### src/rtl/vending_pkg.sv
// Shared constants and types for the vending-machine datapath (coin front end and
// the Moore controller that consumes its N/D pulses).
package vending_pkg;

  localparam int DEBOUNCE_CYCLES_DEF = 4;
  localparam int JAM_CYCLES_DEF      = 256;

  typedef enum logic [1:0] {
    COIN_NONE,
    COIN_N,
    COIN_D
  } coin_t;

endpackage

### src/rtl/coin_detector_if.sv
// Coin-mech sensor lines in, conditioned coin pulses and jam flag out.
interface coin_detector_if;

  logic nickel_raw;
  logic dime_raw;
  logic N;
  logic D;
  logic jam;

  // master is the sensor/consumer side, slave is the coin_detector itself
  modport master (output nickel_raw, dime_raw, input N, D, jam);
  modport slave  (input nickel_raw, dime_raw, output N, D, jam);

endinterface

### src/rtl/coin_debounce.sv
// One sensor channel: two-flop synchroniser, stable-count debouncer, rising-edge
// pulse and a saturating high-time counter that flags a jammed sensor.
module coin_debounce
  import vending_pkg::*;
#(
  parameter int DEBOUNCE_CYCLES = DEBOUNCE_CYCLES_DEF,
  parameter int JAM_CYCLES      = JAM_CYCLES_DEF
) (
  input  logic clk,
  input  logic rstn,
  input  logic raw,
  output logic rise,
  output logic level,
  output logic stuck
);

  localparam int DW = $clog2(DEBOUNCE_CYCLES + 1);
  localparam int JW = $clog2(JAM_CYCLES + 1);

  logic          s1;
  logic          s2;
  logic [DW-1:0] db_cnt;
  logic [JW-1:0] hi_cnt;
  logic          flip;
  logic          level_nxt;

  // NOTE: every signal assigned in always_comb gets a value on every path, so no latch is inferred.
  always_comb begin
    flip      = (s2 != level) && (db_cnt == DW'(DEBOUNCE_CYCLES - 1));
    level_nxt = level;
    if (flip) level_nxt = s2;
  end

  // NOTE: sequential state uses non-blocking assignments so every flop samples pre-edge values.
  always_ff @(posedge clk or negedge rstn) begin
    if (!rstn) begin
      s1     <= 1'b0;
      s2     <= 1'b0;
      db_cnt <= '0;
      level  <= 1'b0;
      rise   <= 1'b0;
      hi_cnt <= '0;
      stuck  <= 1'b0;
    end else begin
      s1 <= raw;
      s2 <= s1;

      if (s2 == level || flip) db_cnt <= '0;
      else                     db_cnt <= db_cnt + DW'(1);

      level <= level_nxt;
      rise  <= flip && s2;

      if (!level)                        hi_cnt <= '0;
      else if (hi_cnt != JW'(JAM_CYCLES)) hi_cnt <= hi_cnt + JW'(1);

      // Looking at level_nxt lets the flag drop in the same edge the level falls.
      stuck <= level_nxt && (hi_cnt == JW'(JAM_CYCLES));
    end
  end

endmodule

### src/rtl/coin_detector.sv
// Coin front end: conditions nickel/dime sensors into exclusive single-cycle N/D
// pulses (dime wins a tie, nickel follows one cycle later) and a registered jam flag.
module coin_detector
  import vending_pkg::*;
#(
  parameter int DEBOUNCE_CYCLES = DEBOUNCE_CYCLES_DEF,
  parameter int JAM_CYCLES      = JAM_CYCLES_DEF
) (
  input  logic              clk,
  input  logic              rstn,
  coin_detector_if.slave    bus
);

  logic  n_rise;
  logic  n_level;
  logic  n_stuck;
  logic  d_rise;
  logic  d_level;
  logic  d_stuck;
  coin_t grant;
  logic  pend_n;
  logic  jam_q;

  coin_debounce #(
    .DEBOUNCE_CYCLES (DEBOUNCE_CYCLES),
    .JAM_CYCLES      (JAM_CYCLES)
  ) u_nickel (
    .clk   (clk),
    .rstn  (rstn),
    .raw   (bus.nickel_raw),
    .rise  (n_rise),
    .level (n_level),
    .stuck (n_stuck)
  );

  coin_debounce #(
    .DEBOUNCE_CYCLES (DEBOUNCE_CYCLES),
    .JAM_CYCLES      (JAM_CYCLES)
  ) u_dime (
    .clk   (clk),
    .rstn  (rstn),
    .raw   (bus.dime_raw),
    .rise  (d_rise),
    .level (d_level),
    .stuck (d_stuck)
  );

  // Levels are kept on the sub-module ports for observability; nothing here needs them.
  logic unused_levels;
  assign unused_levels = n_level ^ d_level;

  // NOTE: asynchronous active-low reset clears the pending nickel, so a coin in flight is dropped.
  always_ff @(posedge clk or negedge rstn) begin
    if (!rstn) begin
      grant  <= COIN_NONE;
      pend_n <= 1'b0;
      jam_q  <= 1'b0;
    end else begin
      if (d_rise) begin
        grant  <= COIN_D;
        pend_n <= n_rise || pend_n;
      end else if (n_rise || pend_n) begin
        grant  <= COIN_N;
        pend_n <= 1'b0;
      end else begin
        grant  <= COIN_NONE;
      end
      jam_q <= n_stuck || d_stuck;
    end
  end

  assign bus.N   = (grant == COIN_N);
  assign bus.D   = (grant == COIN_D);
  assign bus.jam = jam_q;

endmodule

### src/flat_wrapper.sv
// flat-port wrapper written by rule: the top's interface ports become plain ports
module coin_detector_flat import vending_pkg::*;
#(
  parameter int DEBOUNCE_CYCLES = DEBOUNCE_CYCLES_DEF,
  parameter int JAM_CYCLES      = JAM_CYCLES_DEF
)
  (clk, rstn, bus_nickel_raw, bus_dime_raw, bus_N, bus_D, bus_jam);
  coin_detector_if bus_i ();
  input  logic clk;
  input  logic rstn;
  input wire logic [$bits(bus_i.nickel_raw)-1:0] bus_nickel_raw;
  input wire logic [$bits(bus_i.dime_raw)-1:0] bus_dime_raw;
  output wire logic [$bits(bus_i.N)-1:0] bus_N;
  output wire logic [$bits(bus_i.D)-1:0] bus_D;
  output wire logic [$bits(bus_i.jam)-1:0] bus_jam;
  assign bus_i.nickel_raw = bus_nickel_raw;
  assign bus_i.dime_raw = bus_dime_raw;
  assign bus_N = bus_i.N;
  assign bus_D = bus_i.D;
  assign bus_jam = bus_i.jam;
  coin_detector #(.DEBOUNCE_CYCLES(DEBOUNCE_CYCLES), .JAM_CYCLES(JAM_CYCLES)) u_core (.clk(clk), .rstn(rstn), .bus(bus_i));
endmodule
### config.mk
export PLATFORM = sky130hd
export DESIGN_NAME = coin_detector_flat
export DESIGN_NICKNAME = d
export VERILOG_FILES = /design/src/rtl/vending_pkg.sv /design/src/rtl/coin_detector_if.sv /design/src/rtl/coin_debounce.sv /design/src/rtl/coin_detector.sv /design/src/flat_wrapper.sv
export SDC_FILE = /design/constraint.sdc
export NUM_CORES = 1
export LEC_CHECK = 0
export CAP_MARGIN = 20
export CORE_ASPECT_RATIO = 1.2
export CORE_UTILIZATION = 56
export CTS_BUF_LIST = sky130_fd_sc_hd__clkbuf_2 sky130_fd_sc_hd__clkbuf_4 sky130_fd_sc_hd__clkbuf_8
export DETAILED_ROUTE_END_ITERATION = 7
export HOLD_SLACK_MARGIN = 0.05
export PLACE_DENSITY = 0.81
export SLEW_MARGIN = 20
export SYNTH_ARGS = -nofsm -noshare
export SYNTH_HDL_FRONTEND = slang
export SYNTH_SLANG_ARGS = --single-unit
### constraint.sdc
create_clock -name clk -period 1.4 [get_ports clk]
set_input_delay 0.35 -clock clk [delete_from_list [all_inputs] [get_ports clk]]
set_output_delay 0.35 -clock clk [all_outputs]
set_load 0.005 [all_outputs]
==> reports/metrics.csv <==
stage,metric,value,unit
synth,syn_area,1660,µm²
final_layout,area_growth,16.4,%
final_layout,seq_area,955,µm²
timing,slew_violations,0,
worst_setup_path,critPathLaunch,u_core.u_dime.hi_cnt[5],
timing,setup_viol,6,
timing,hold_viol,0,
worst_setup_path,worstSetupEndpointType,register,
clocking,clk_latency,340,ps
clocking,clockBufferDepth,2,
power,power_leakage,0.883,nW
clocking,clock-sinks,38,
global_routing,grt_max_degree,24,
floorplan,start_util,59.0,%
timing,fin_crit,1510,ps
worst_setup_path,cp-endpoint,u_core.u_dime.hi_cnt[1],
worst_setup_path,cp_max_fo,4,
final_layout,multiInputGateArea,681,µm²
timing,fin_ws,-111,ps
outcome,outcome,finished with violations,
floorplan,die_height,61.6,µm
synth,ys_seq_area_share,57.3,%
global_routing,grt_antenna_before_repair,0,
final_layout,final_layout_size_suffix_gt1_share,20.0,%
timing,fmax,662,MHz
clocking,path_clk_slew,110,ps
final_layout,fin_nets,186,
place,port_buffers,6,
clocking,cts_inserted_buffers,5,
final_layout,n_antenna_cell,0,
routing,drt_iter0_drc,18,
worst_setup_path,cp-start-kind,register,
worst_setup_path,worst_r2r_startpoint,u_core.u_dime.hi_cnt[5],
power,p_per_area,1340,nW/µm²
floorplan,dieArea,3190,µm²
flow_run,drv_cap,0,
routing,vias,1153,
timing,relSlewSlack,74.3,%
synth,synth_fp_nets,163,
floorplan,rows,21,
timing,worst_slew_pin_slew,385,ps
place,dp_slack,-111,ps
synth,yosys_warnings,0,
floorplan,die_w,51.7,µm
place,gp_congestion,0.787,
global_routing,grt_pass1_wl,4510,µm
final_layout,final_cell_mix,"dfrtp_1, nand2_1, nor2_1, inv_1, buf_4",
synth,syn_inst,151,
worst_setup_path,worstRegToRegCells,3,
clocking,cts_tree,built,
outcome,violations,setup timing,
timing,holdWs,358,ps
worst_hold_path,hp-class,register to register,
timing,rsz0062_at_grt,true,
final_layout,final_common_cell,dfrtp_1,
global_routing,grt_overflow,0,
synth,synth_seq_cells,38,
worst_setup_path,reg2reg_slack,-110,ps
floorplan,io_pins,7,
floorplan,core,2810,µm²
routing,firstDrtPassIters,4,
power,peakVddDrop,1.01,mV
timing,skew,8.31,ps
routing,via_per_inst,5.52,
routing,wl_per_cell,13.2,µm
worst_setup_path,reg2reg_to,u_core.u_dime.hi_cnt[1],
routing,drc,0,
timing,period_share,108,%
worst_setup_path,required,1670,ps
routing,ant_nets,0,
global_routing,grt_use_total,20.3,%
place,hpwl,1870,µm
synth,avgSynthCellArea,11.0,µm²
final_layout,fill_cells,210,
routing,drt_wl_total,2760,µm
worst_setup_path,path_class,register to register,
clocking,cts_root_buf,clkbuf_4,
synth,synth_cell_types,31,
global_routing,first_global_vias,1104,
clocking,h-tree-depth,2,
worst_setup_path,critPathArrivalTime,1780,ps
==> flip-flops by register name, summed over array words and instances (netlist names), 2 cells and up <==
name,flops
u_core.u_dime.hi_cnt,9
u_core.u_nickel.hi_cnt,9
u_core.u_dime.db_cnt,3
u_core.u_nickel.db_cnt,3
u_core.grant,2
==> report_power, final <==
part	switching [W]	leakage, nW	internal, W
Sequential	0.000168	0.506	0.00126
Clock	0.000342	0.0387	0.000263
Combinational	0.000303	0.338	0.000253
Total	0.000812	0.883	0.00177
==> cells by family (layout without fill, tap and decap cells) <==
logic type	count (synthesis)	count (layout)	share of synthesized area, %
multiplexers	6	6	3.70
AND/OR/NAND/NOR	63	63	21.0
adder cells (fa/ha/maj)	8	8	6.03
buffers and inverters	13	37	3.02
XOR/XNOR	6	6	3.17
AO/OA/AOI/OAI	17	17	5.73
flip-flops	38	38	57.3
==> metrics by stage <==
step | cell area, µm² | cells | utilization, % | TNS (ps) | total power [W]
floorplan | 1660 | 151 | - | -83.4 | 0.00178
global placement | 1810 | 195 | 64.2 | -105 | 0.00191
detailed placement | 1810 | 195 | 64.2 | -364 | 0.00195
CTS | 1900 | 207 | 67.5 | -420 | 0.00259
global route | 1930 | 209 | 68.7 | -774 | 0.00278
finish | 1930 | 209 | 68.7 | -350 | 0.00258
==> how the worst min path moves through the flow <==
| stage | start | endpoint | cells after the start |
|---|---|---|---|
| 6_report | u_core.u_nickel.s1 | u_core.u_nickel.s2 | 0 |
| 5_1_grt | u_core.u_dime.s1 | u_core.u_dime.s2 | 0 |
| 4_1_cts | u_core.u_nickel.s1 | u_core.u_nickel.s2 | 0 |
| 3_5_place_dp | rstn | u_core.u_nickel.hi_cnt[4] | 1 |
| 3_3_place_gp | rstn | u_core.u_nickel.hi_cnt[4] | 1 |
| 2_1_floorplan | rstn | u_core.bus.jam | 0 |
==> synth_stat cells <==
cell	count	area share, %
and2_2	1	0.45
mux2_2	1	0.68
o21ai_0	8	2.4
nand2b_1	3	1.1
o22ai_1	2	0.75
and2_1	3	1.1
nand2_1	16	3.6
xnor2_1	2	1.1
dfrtp_1	38	57
ha_1	8	6.0
a21oi_1	4	1.2
or2_2	1	0.38
clkbuf_1	1	0.23
nor3_1	1	0.30
and3b_1	1	0.53
nand4_1	3	1.1
nor2b_1	3	1.1
or3_1	6	2.3
or4_4	1	0.68
nor4_4	1	1.3
buf_2	1	0.30
a21boi_0	3	1.4
nor2_1	12	2.7
nand3b_1	2	0.90
inv_1	11	2.5
nor4b_1	1	0.53
mux2i_1	5	3.0
or3_2	1	0.45
xor2_1	4	2.1
nand3_1	6	1.8
and4b_1	1	0.60
==> metal layers <==
metal	track usage, %	vias to the layer above	share of wire, %
li1	-	554	-
met1	22.8	564	41
met2	34.5	28	53
met3	5.93	7	3.7
met4	12.0	0	2.1
met5	0	-	0
==> critical path, stage by stage, from the launching register on <==
cell and delay [ps]:
dfrtp_1 390, or4_4 550, nor4_4 260, mux2i_1 240
==> layout make-up <==
type	instances	share of cell area [%]
multi-input combinational	100	35.2
tap	34	2.20
clock inverter	1	0.259
inverter	11	2.14
sequential	38	49.4
clock buffer	7	3.04
timing repair buffer	18	7.71
==> what timing repair did <==
| item | 4_1_cts | 5_1_grt |
|---|---|---|
| pin swaps | 2 | 1 |
| hold buffers | 1 | 0 |
| setup buffers | 3 | 2 |
| resized for setup | 9 | 9 |
| endpoints found under the setup margin | 9 | 14 |
| hold endpoints to repair | 15 | 0 |
Note: power is estimated with default switching activity, not from simulation.
